## src/rtl/uart_pkg.sv

```systemverilog
// Shared definitions for the UART transmit scheduler: state encoding,
// busy-timeout length and a width helper.
package uart_pkg;

    localparam logic [1:0] ST_IDLE      = 2'd0;
    localparam logic [1:0] ST_LOAD      = 2'd1;
    localparam logic [1:0] ST_WAIT_BUSY = 2'd2;
    localparam logic [1:0] ST_WAIT_DONE = 2'd3;

    typedef enum logic [1:0] {
        IDLE      = ST_IDLE,
        LOAD      = ST_LOAD,
        WAIT_BUSY = ST_WAIT_BUSY,
        WAIT_DONE = ST_WAIT_DONE
    } state_t;

    // Cycles allowed in WAIT_BUSY for the transmitter to acknowledge a load.
    localparam int BUSY_TIMEOUT = 2;

    function automatic int clog2_min1(input int n);
        return (n <= 1) ? 1 : $clog2(n);
    endfunction

endpackage

```

## src/rtl/uart_baud_tick.sv

```systemverilog
// Bit-period counter: counts 0..CLKS_PER_BIT-1 while run is high and pulses
// tick on the last count; held at zero when idle or cleared.
module uart_baud_tick #(
    parameter int CLKS_PER_BIT = 868
) (
    input  logic clk,
    input  logic rst_n,
    input  logic run,
    input  logic clear,
    output logic tick
);

    localparam int CNT_W = (CLKS_PER_BIT <= 2) ? 1 : $clog2(CLKS_PER_BIT);
    localparam logic [CNT_W-1:0] LAST = CNT_W'(CLKS_PER_BIT - 1);

    logic [CNT_W-1:0] cnt;

    always_ff @(posedge clk or negedge rst_n) begin
        if (!rst_n) begin
            cnt <= '0;
        end else if (clear || !run || cnt == LAST) begin
            cnt <= '0;
        end else begin
            cnt <= cnt + 1'b1;
        end
    end

    assign tick = run && (cnt == LAST);

endmodule

```

## src/rtl/uart_tx_scheduler.sv

```systemverilog
// Round-robin scheduler sharing one UART transmitter among NUM_REQ byte
// sources; sequences load / start / finish of each frame and drives tx_enb.
module uart_tx_scheduler
    import uart_pkg::*;
#(
    parameter int NUM_REQ      = 4,
    parameter int CLKS_PER_BIT = 868,
    parameter int ID_W         = clog2_min1(NUM_REQ)
) (
    input  logic                 clk,
    input  logic                 rst_n,
    input  logic [NUM_REQ-1:0]   req_valid,
    input  logic [8*NUM_REQ-1:0] req_data,
    output logic [NUM_REQ-1:0]   req_ready,
    output logic                 tx_wr_enb,
    output logic [7:0]           tx_data,
    output logic                 tx_enb,
    input  logic                 tx_busy,
    output logic [ID_W-1:0]      grant_id,
    output logic                 active,
    output logic                 err
);

    localparam int TO_W = clog2_min1(BUSY_TIMEOUT);

    state_t          state, state_nxt;
    logic [ID_W-1:0] last_q;
    logic [ID_W-1:0] winner;
    logic [7:0]      win_data;
    logic            found;
    logic            grant_go;
    logic [TO_W-1:0] wb_cnt;
    logic            baud_run;
    logic            baud_clr;

    // Search above the last grant first, then wrap to the lowest index.
    always_comb begin
        found    = 1'b0;
        winner   = '0;
        win_data = '0;
        for (int i = 0; i < NUM_REQ; i++) begin
            if (!found && req_valid[i] && i > int'(last_q)) begin
                found    = 1'b1;
                winner   = ID_W'(i);
                win_data = req_data[8*i +: 8];
            end
        end
        for (int i = 0; i < NUM_REQ; i++) begin
            if (!found && req_valid[i]) begin
                found    = 1'b1;
                winner   = ID_W'(i);
                win_data = req_data[8*i +: 8];
            end
        end
    end

    always_comb begin
        state_nxt = state;
        grant_go  = 1'b0;
        err       = 1'b0;
        case (state)
            IDLE: begin
                if (!tx_busy && found) begin
                    grant_go  = 1'b1;
                    state_nxt = LOAD;
                end
            end
            LOAD:      state_nxt = WAIT_BUSY;
            WAIT_BUSY: begin
                if (tx_busy) begin
                    state_nxt = WAIT_DONE;
                end else if (wb_cnt == TO_W'(BUSY_TIMEOUT - 1)) begin
                    err       = 1'b1;
                    state_nxt = IDLE;
                end
            end
            WAIT_DONE: begin
                if (!tx_busy) state_nxt = IDLE;
            end
            default:   state_nxt = IDLE;
        endcase
    end

    always_ff @(posedge clk or negedge rst_n) begin
        if (!rst_n) begin
            state <= IDLE;
        end else begin
            state <= state_nxt;
        end
    end

    always_ff @(posedge clk or negedge rst_n) begin
        if (!rst_n) begin
            grant_id <= '0;
            tx_data  <= '0;
            last_q   <= ID_W'(NUM_REQ - 1);
        end else if (grant_go) begin
            grant_id <= winner;
            tx_data  <= win_data;
            last_q   <= winner;
        end
    end

    always_ff @(posedge clk or negedge rst_n) begin
        if (!rst_n) begin
            wb_cnt <= '0;
        end else if (state == WAIT_BUSY) begin
            wb_cnt <= wb_cnt + 1'b1;
        end else begin
            wb_cnt <= '0;
        end
    end

    assign baud_run = (state == WAIT_BUSY) || (state == WAIT_DONE);
    assign baud_clr = (state == LOAD);

    uart_baud_tick #(
        .CLKS_PER_BIT(CLKS_PER_BIT)
    ) u_baud (
        .clk   (clk),
        .rst_n (rst_n),
        .run   (baud_run),
        .clear (baud_clr),
        .tick  (tx_enb)
    );

    assign tx_wr_enb = (state == LOAD);
    assign req_ready = (state == LOAD) ? (NUM_REQ'(1) << grant_id) : '0;
    assign active    = (state != IDLE);

endmodule
```

## config.mk

```make
export PLATFORM = sky130hd
export DESIGN_NAME = uart_tx_scheduler
export DESIGN_NICKNAME = d
export VERILOG_FILES = /design/src/rtl/uart_pkg.sv /design/src/rtl/uart_baud_tick.sv /design/src/rtl/uart_tx_scheduler.sv
export SDC_FILE = /design/constraint.sdc
export NUM_CORES = 1
export LEC_CHECK = 0
export ABC_AREA = 1
export ABC_CLOCK_PERIOD_IN_PS = 1470
export CAP_MARGIN = 20
export CORE_ASPECT_RATIO = 1.5
export CORE_MARGIN = 3
export CORE_UTILIZATION = 42
export CTS_CLUSTER_DIAMETER = 200
export DETAILED_ROUTE_END_ITERATION = 16
export HOLD_SLACK_MARGIN = 0.12
export PLACE_DENSITY = 0.8
export SKIP_LAST_GASP = 1
export SYNTH_ARGS = -nofsm -noshare
export SYNTH_HDL_FRONTEND = slang
export SYNTH_SLANG_ARGS = --single-unit
```

## constraint.sdc

```tcl
create_clock -name clk -period 1.47 [get_ports clk]
set_input_delay 0.147 -clock clk [delete_from_list [all_inputs] [get_ports clk]]
set_output_delay 0.147 -clock clk [all_outputs]
set_load 0.02 [all_outputs]
```

Yosys cells after proc, flatten, opt, wreduce, memory -nomap -nowiden
Index checks and enable logic that the tools add are counted.
{ "word_totals": {"reg_bits": 25, "input_bits": 39, "output_inout_bits": 18, "wordCells": 78} }
{ "classes": {"n_addsub": 2, "order_cmp": 3, "eq_ne": 7, "shift": 1, "muxes": 34, "reduce_logical": 25} }
{ "op_table": {"columns": ["op", "n"], "rows": [
  ["$mux 8", 7],
  ["$mux 2", 10],
  ["$mux 1", 14],
  ["$logic_and 1x1->1", 11],
  ["$add 10x1->10 const B", 1],
  ["$eq 10x10->1 const B", 1],
  ["$mux 10", 1],
  ["$logic_not 1->1", 8],
  ["$pmux 2 s4", 1],
  ["$eq 2x2->1 const B", 2],
  ["$gt 2x2->1 const A", 2],
  ["$mux 4", 1],
  ["$ne 2x2->1 const B", 2],
  ["$shl 1x2->4 const A", 1],
  ["$logic_or 1x1->1", 3],
  ["$ne 3x3->1 const B", 1],
  ["$reduce_and 3->1", 1],
  ["$eq 2x1->1 const B", 1],
  ["$gt 1x2->1 const A", 1],
  ["$logic_not 2->1", 1],
  ["$reduce_bool 2->1", 1],
  ["$add 1x1->1 const B", 1]
]} }

Logic depth before layout (Yosys ltp)
{ "logic_depth": {"word_depth": 26, "ltp_mapped": 12, "depth_no_buf": 11} }

By module
A second synthesis with hierarchy kept.
{ "hier_totals": {"hier_cells": 294, "hier_area_um2": 1868.0} }
{ "by_module_without_submodules": {"columns": ["mod", "n_inst", "cells_per_inst", "area_each_um2", "seq_area_each_um2"], "rows": [
  ["uart_tx_scheduler", 1, 218, 1301.2, 377.9],
  ["uart_baud_tick", 1, 76, 566.8, 250.2]
]} }

Worst setup path before layout
Ideal clock, no wire load.
{ "synth_timing": {"path_kind": "register -> register", "startpoint": "reg last_q[1]", "endpoint": "reg tx_data[7]", "setup_time_ns": 0.116, "t_arrival_ns": 1.401, "required_ns": 1.354, "slack_ns": -0.048, "path_stages_with_launch": 11, "path_buffers": 1, "period_less_slack_ns": 1.518, "path_cell_list": "dfstp_2 > nand2_1 > nand2_1 > buf_4 > nand4_4 > nor2_8 > nand3_2 > nor2_1 > nor2_1 > nand2_1 > nand2_1"} }
{ "synth_via": {"elab_chain_cells": 26, "word_cells_on_any_way": 35, "cone_classes": "order compare (3); mux (16); reduce/logical (16)"} }
{ "synth_rtl": {"columns": ["element", "line", "source"], "rows": [
  ["from (decl)", "uart_tx_scheduler.sv:27", "logic [ID_W-1:0] last_q;"],
  ["from (signal assigned)", "uart_tx_scheduler.sv:96", "last_q <= ID_W'(NUM_REQ - 1);"],
  ["from (signal assigned)", "uart_tx_scheduler.sv:100", "last_q <= winner;"],
  ["$gt 1x2->1", "uart_tx_scheduler.sv:42", "if (!found && req_valid[i] && i > int'(last_q)) begin"],
  ["$logic_and 1x1->1", "uart_tx_scheduler.sv:42", null],
  ["$mux 1", "uart_tx_scheduler.sv:42", null],
  ["$logic_not 1->1", "uart_tx_scheduler.sv:42", null],
  ["$logic_and 1x1->1 (2 in a row)", "uart_tx_scheduler.sv:42", null],
  ["$mux 1", "uart_tx_scheduler.sv:42", null],
  ["$logic_not 1->1", "uart_tx_scheduler.sv:42", null],
  ["$logic_and 1x1->1 (2 in a row)", "uart_tx_scheduler.sv:42", null],
  ["(+8 left out)", null, null],
  ["$logic_and 1x1->1", "uart_tx_scheduler.sv:49", "if (!found && req_valid[i]) begin"],
  ["$mux 1", "uart_tx_scheduler.sv:49", null],
  ["$logic_not 1->1", "uart_tx_scheduler.sv:49", null],
  ["$logic_and 1x1->1", "uart_tx_scheduler.sv:49", null],
  ["$mux 1", "uart_tx_scheduler.sv:49", null],
  ["$logic_and 1x1->1", "uart_tx_scheduler.sv:63", "if (!tx_busy && found) begin"],
  ["$mux 1", "uart_tx_scheduler.sv:63", null],
  ["$mux 1", "uart_tx_scheduler.sv:61", "case (state)"],
  ["to (signal assigned)", "uart_tx_scheduler.sv:99", "tx_data <= win_data;"],
  ["to (decl)", "uart_tx_scheduler.sv:16", "output logic [7:0] tx_data,"]
]} }
Several ways; a longest one is shown, not always the timed one.
A chain may end at the register's enable or synchronous reset.

Worst setup path after layout
{ "layout_timing": {"startpoint": "reg last_q[1]", "endpoint": "reg tx_data[5]"} }
Same word-level chain as after synthesis.

==> summary.md <==
| Metric | Value |
|---|---|
| Port Buffer Count | between 50 and 60 |
| Clk root buf | clkbuf_8 |
| Hold Buf Count CTS | 0 |
| Die H | 85.3 um |
| Sequential power share | between 20 and 30% |
| Sequential fraction of the synthesis area | 35.7% |
| Max Fclk | between 0.5 and 0.6 GHz |
| First-pass GRT wire length | 8940 um |
| Met1 Use GR | between 20% and 30% |
| Mapped Nets | slightly above 300 |
| Met2 Use GR | a little over two fifths |
| Fin crit period | approximately 1.7 ns |
| Overflow after GRT | 0 |
| H-tree Lvls | 1 |
| Max VDD drop | 0.00149 V |
| Final Util | between 70% and 80% |
| Outcome | finished, violations left |
| Vias in the first global route | 2002 |
| CTS Buffer Depth | 2 |
| Rows | 28 |
| Layout cells sized above 1 | about 28% |
| WS Path Type | reg -> reg |
| Worst-margin pin slew | 0.341 ns |
| Die area | 5020 um2 |
| Sw Pwr | about 1.7 mW |
| Warnings from Yosys | 0 |
| Yosys top cell area share | between 30% and 40% |
| Max Slew Vio Count | 0 |
| Commonest non-fill, non-tap cell in the layout | nand2_1 |
| GRT Util Overall | between 20 and 25% |
| CORE AREA | 3990 um2 |
| Relative slew slack | around 77% |
| Syn avg cell area | 6.64 um2 |
| Initial antenna violation count | 0 |
| Number of primary I/O pins | 57 |
| Final WL | roughly 5600 um |
| Sw Share | 41.9% |
| Cells after Synth | between 200 and 300 |
| Setup WS pre-CTS | -0.299 ns |
| Routed via count | between 2000 and 2500 |
| Post-synth cell types | 30 |
| Final-report hold violation count | 0 |
| Final cycle utilization of the critical path | 118% |
| Crit. End Element | flip-flop |
| CP Launch Type | flip-flop |
| DRC errors left | 0 |
| Failing checks | setup timing |
| Final Wtd Congestion | between 0.9 and 1 |
| Clock Latency Late Sink | between 0.2 and 0.3 ns |
| Synth Register Bits | 25 |
| Final instance area | between 2000 and 3000 um2 |
| Vias per inst | 5.24 |
| CP Data Arrival Time | between 1.5 and 2 ns |
| Initial Util | between 40 and 50% |
| CP required | around 1.6 ns |
| # diodes | 0 |
| Fill cells | roughly 310 |
| Largest net degree at the start of global routing | 26 |
| Final Power | 3.95 mW |
| Static leakage | 1.48 nW |
| Clock power frac | a little over 10% |
| Max_cap viols | 0 |
| Grt met3 use | around 1.8% |
| Post-DP Area | ~2700 um2 |
| Final Setup Violations | 15 |
| CTS tree | yes |
| CTS Sinks | 25 |
| Pwr dens | around 1300 nW/um2 |
| Dpl hpwl | roughly 4200 um |
| Int Pwr | about 2.3 mW |
| Top cell type by total area after synthesis | dfrtp_1 |
| Clk slew on worst S/H paths | 0.09 ns |
| DRT iter0 DRCs | 134 |
| Pre-Repair DR Iteration Count | 4 |
| Final Worst Setup Slack | -0.264 ns |
| CP Max Fanout | 6 |
| Logic gate share of total power | approximately three fifths |
| RSZ-0062 raised after global routing | true |
| Final #Nets | around 410 |
| Top cells by area, synth | dfrtp_1, nand2_1, nor2_1, inv_1, nand4_1 |
| Worst Skew | between 0.003 and 0.004 ns |
| Total CTS buffers | 3 |
| Grt peak-use layer | met2 |
| Chip width | a little under 60 um |
| ANT nets after route | 0 |
| HP Class | in -> async |
| Synthesized area | approximately 1800 um2 |
| Mean routed wirelength per cell | between 10 and 15 um |
| Area Overhead vs Synth | 67.1% |
| Most frequent cells in the layout | nand2_1, clkdlybuf4s50_1, nor2_1, buf_4, inv_1 |
## power by group through the flow
stage,clock network (mW),registers (mW),logic (mW)
6_report,0.407,1.12,2.42
5_1_grt,0.445,1.16,2.64
4_1_cts,0.413,1.10,2.27
3_5_place_dp,0,1.09,2.10
3_3_place_gp,0,1.09,2.05
2_1_floorplan,0,1.22,0.974
## critical path: stages (launching register included)
cell     delay (ns)
dfstp_2        0.61
nand2_2        0.07
nand2_2        0.07
buf_6          0.12
inv_4          0.04
nand3_4        0.10
buf_6          0.11
nor2_1         0.04
nor2_1         0.10
nand2_1        0.06
nor2_1         0.11
nand3_1        0.08
nand2_1        0.07
nand2_1        0.05
## cells by family (layout without fill, tap and decap cells)
family | Yosys count | in the layout | synth area share [%]
XOR/XNOR | 1 | 1 | 0.498
flip-flops | 25 | 25 | 35.7
AND/OR/NAND/NOR | 175 | 175 | 46.7
adder cells (fa/ha/maj) | 1 | 1 | 0.711
AO/OA/AOI/OAI | 18 | 18 | 5.55
buffers and inverters | 45 | 147 | 10.9
## final timing paths
path | start | end | slack, ns | cells after the start
setup / recovery | last_q[1]$_DFFE_PN1P_ | tx_data[5]$_DFFE_PN0P_ | -0.26 | 13
hold / removal | rst_n | state[1]$_DFFE_PN0P_ | 0.23 | 2
setup reg to reg | last_q[1]$_DFFE_PN1P_ | tx_data[5]$_DFFE_PN0P_ | -0.26 | 13
hold reg to reg | wb_cnt$_DFF_PN0_ | wb_cnt$_DFF_PN0_ | 0.44 | 1
max in group asynchronous | rst_n | last_q[0]$_DFFE_PN1P_ | 0.95 | 2
min in group clk | wb_cnt$_DFF_PN0_ | wb_cnt$_DFF_PN0_ | 0.44 | 1
## registers in the layout, summed over array words and instances (netlist names)
name and flops:
tx_data 8, wb_cnt 1, state 2, grant_id 2
u_baud.cnt 10, last_q 2
## synthesized netlist by cell type
cell      count
dfstp_2       2
nor2_1       47
a31oi_1       1
or2_2         1
buf_2         1
o21bai_1      1
nand2_1      65
nand4_4       1
inv_2         3
nand2_2       2
dfrtp_1      23
clkbuf_8      1
and3_1        1
nor3b_1       2
nor2_8        1
clkbuf_1      1
inv_1        36
nor2_2        1
nand3b_1      1
nor4_1        1
nand3_1      19
a21oi_1       6
buf_4         3
nor3_1       11
ha_1          1
xor2_1        1
o21ai_0       9
nand4_1      19
nand3_2       3
a21oi_2       1
## per-stage QoR
stage	instances	hold slack, ns	TNS (ns)
detailed placement	400	0.428	-3.62
global route	412	0.257	-4.83
global placement	400	0.426	-2.96
floorplan	265	-0.149	-0.348
CTS	407	0.244	-1.67
finish	412	0.234	-3.26
## layer usage
metal  vias up  wire [um]
li1       1064          -
met1      1005       2160
met2        80       3150
met3         9        243
met4         0         94
met5         -          0
## final cells by class
class / instances / area, um2 / share of cell area [%]
clock buffers: 3 / 41.3 / 1.40
multi-input cells: 195 / 1070 / 36.5
inverters: 39 / 154 / 5.24
repair buffers: 104 / 981 / 33.4
well taps: 45 / 56.3 / 1.92
clock inverters: 1 / 5.00 / 0.170
flip-flops and latches: 25 / 628 / 21.4
## timing repair
| action | 4_1_cts | 5_1_grt |
|---|---|---|
| pin swaps | 11 | 18 |
| setup endpoints to repair | 24 | 28 |
| resized for setup | 55 | 26 |
| cloned | 1 | 0 |
| buffers inserted | 2 | 6 |
Note: power is estimated with default switching activity, not from simulation.
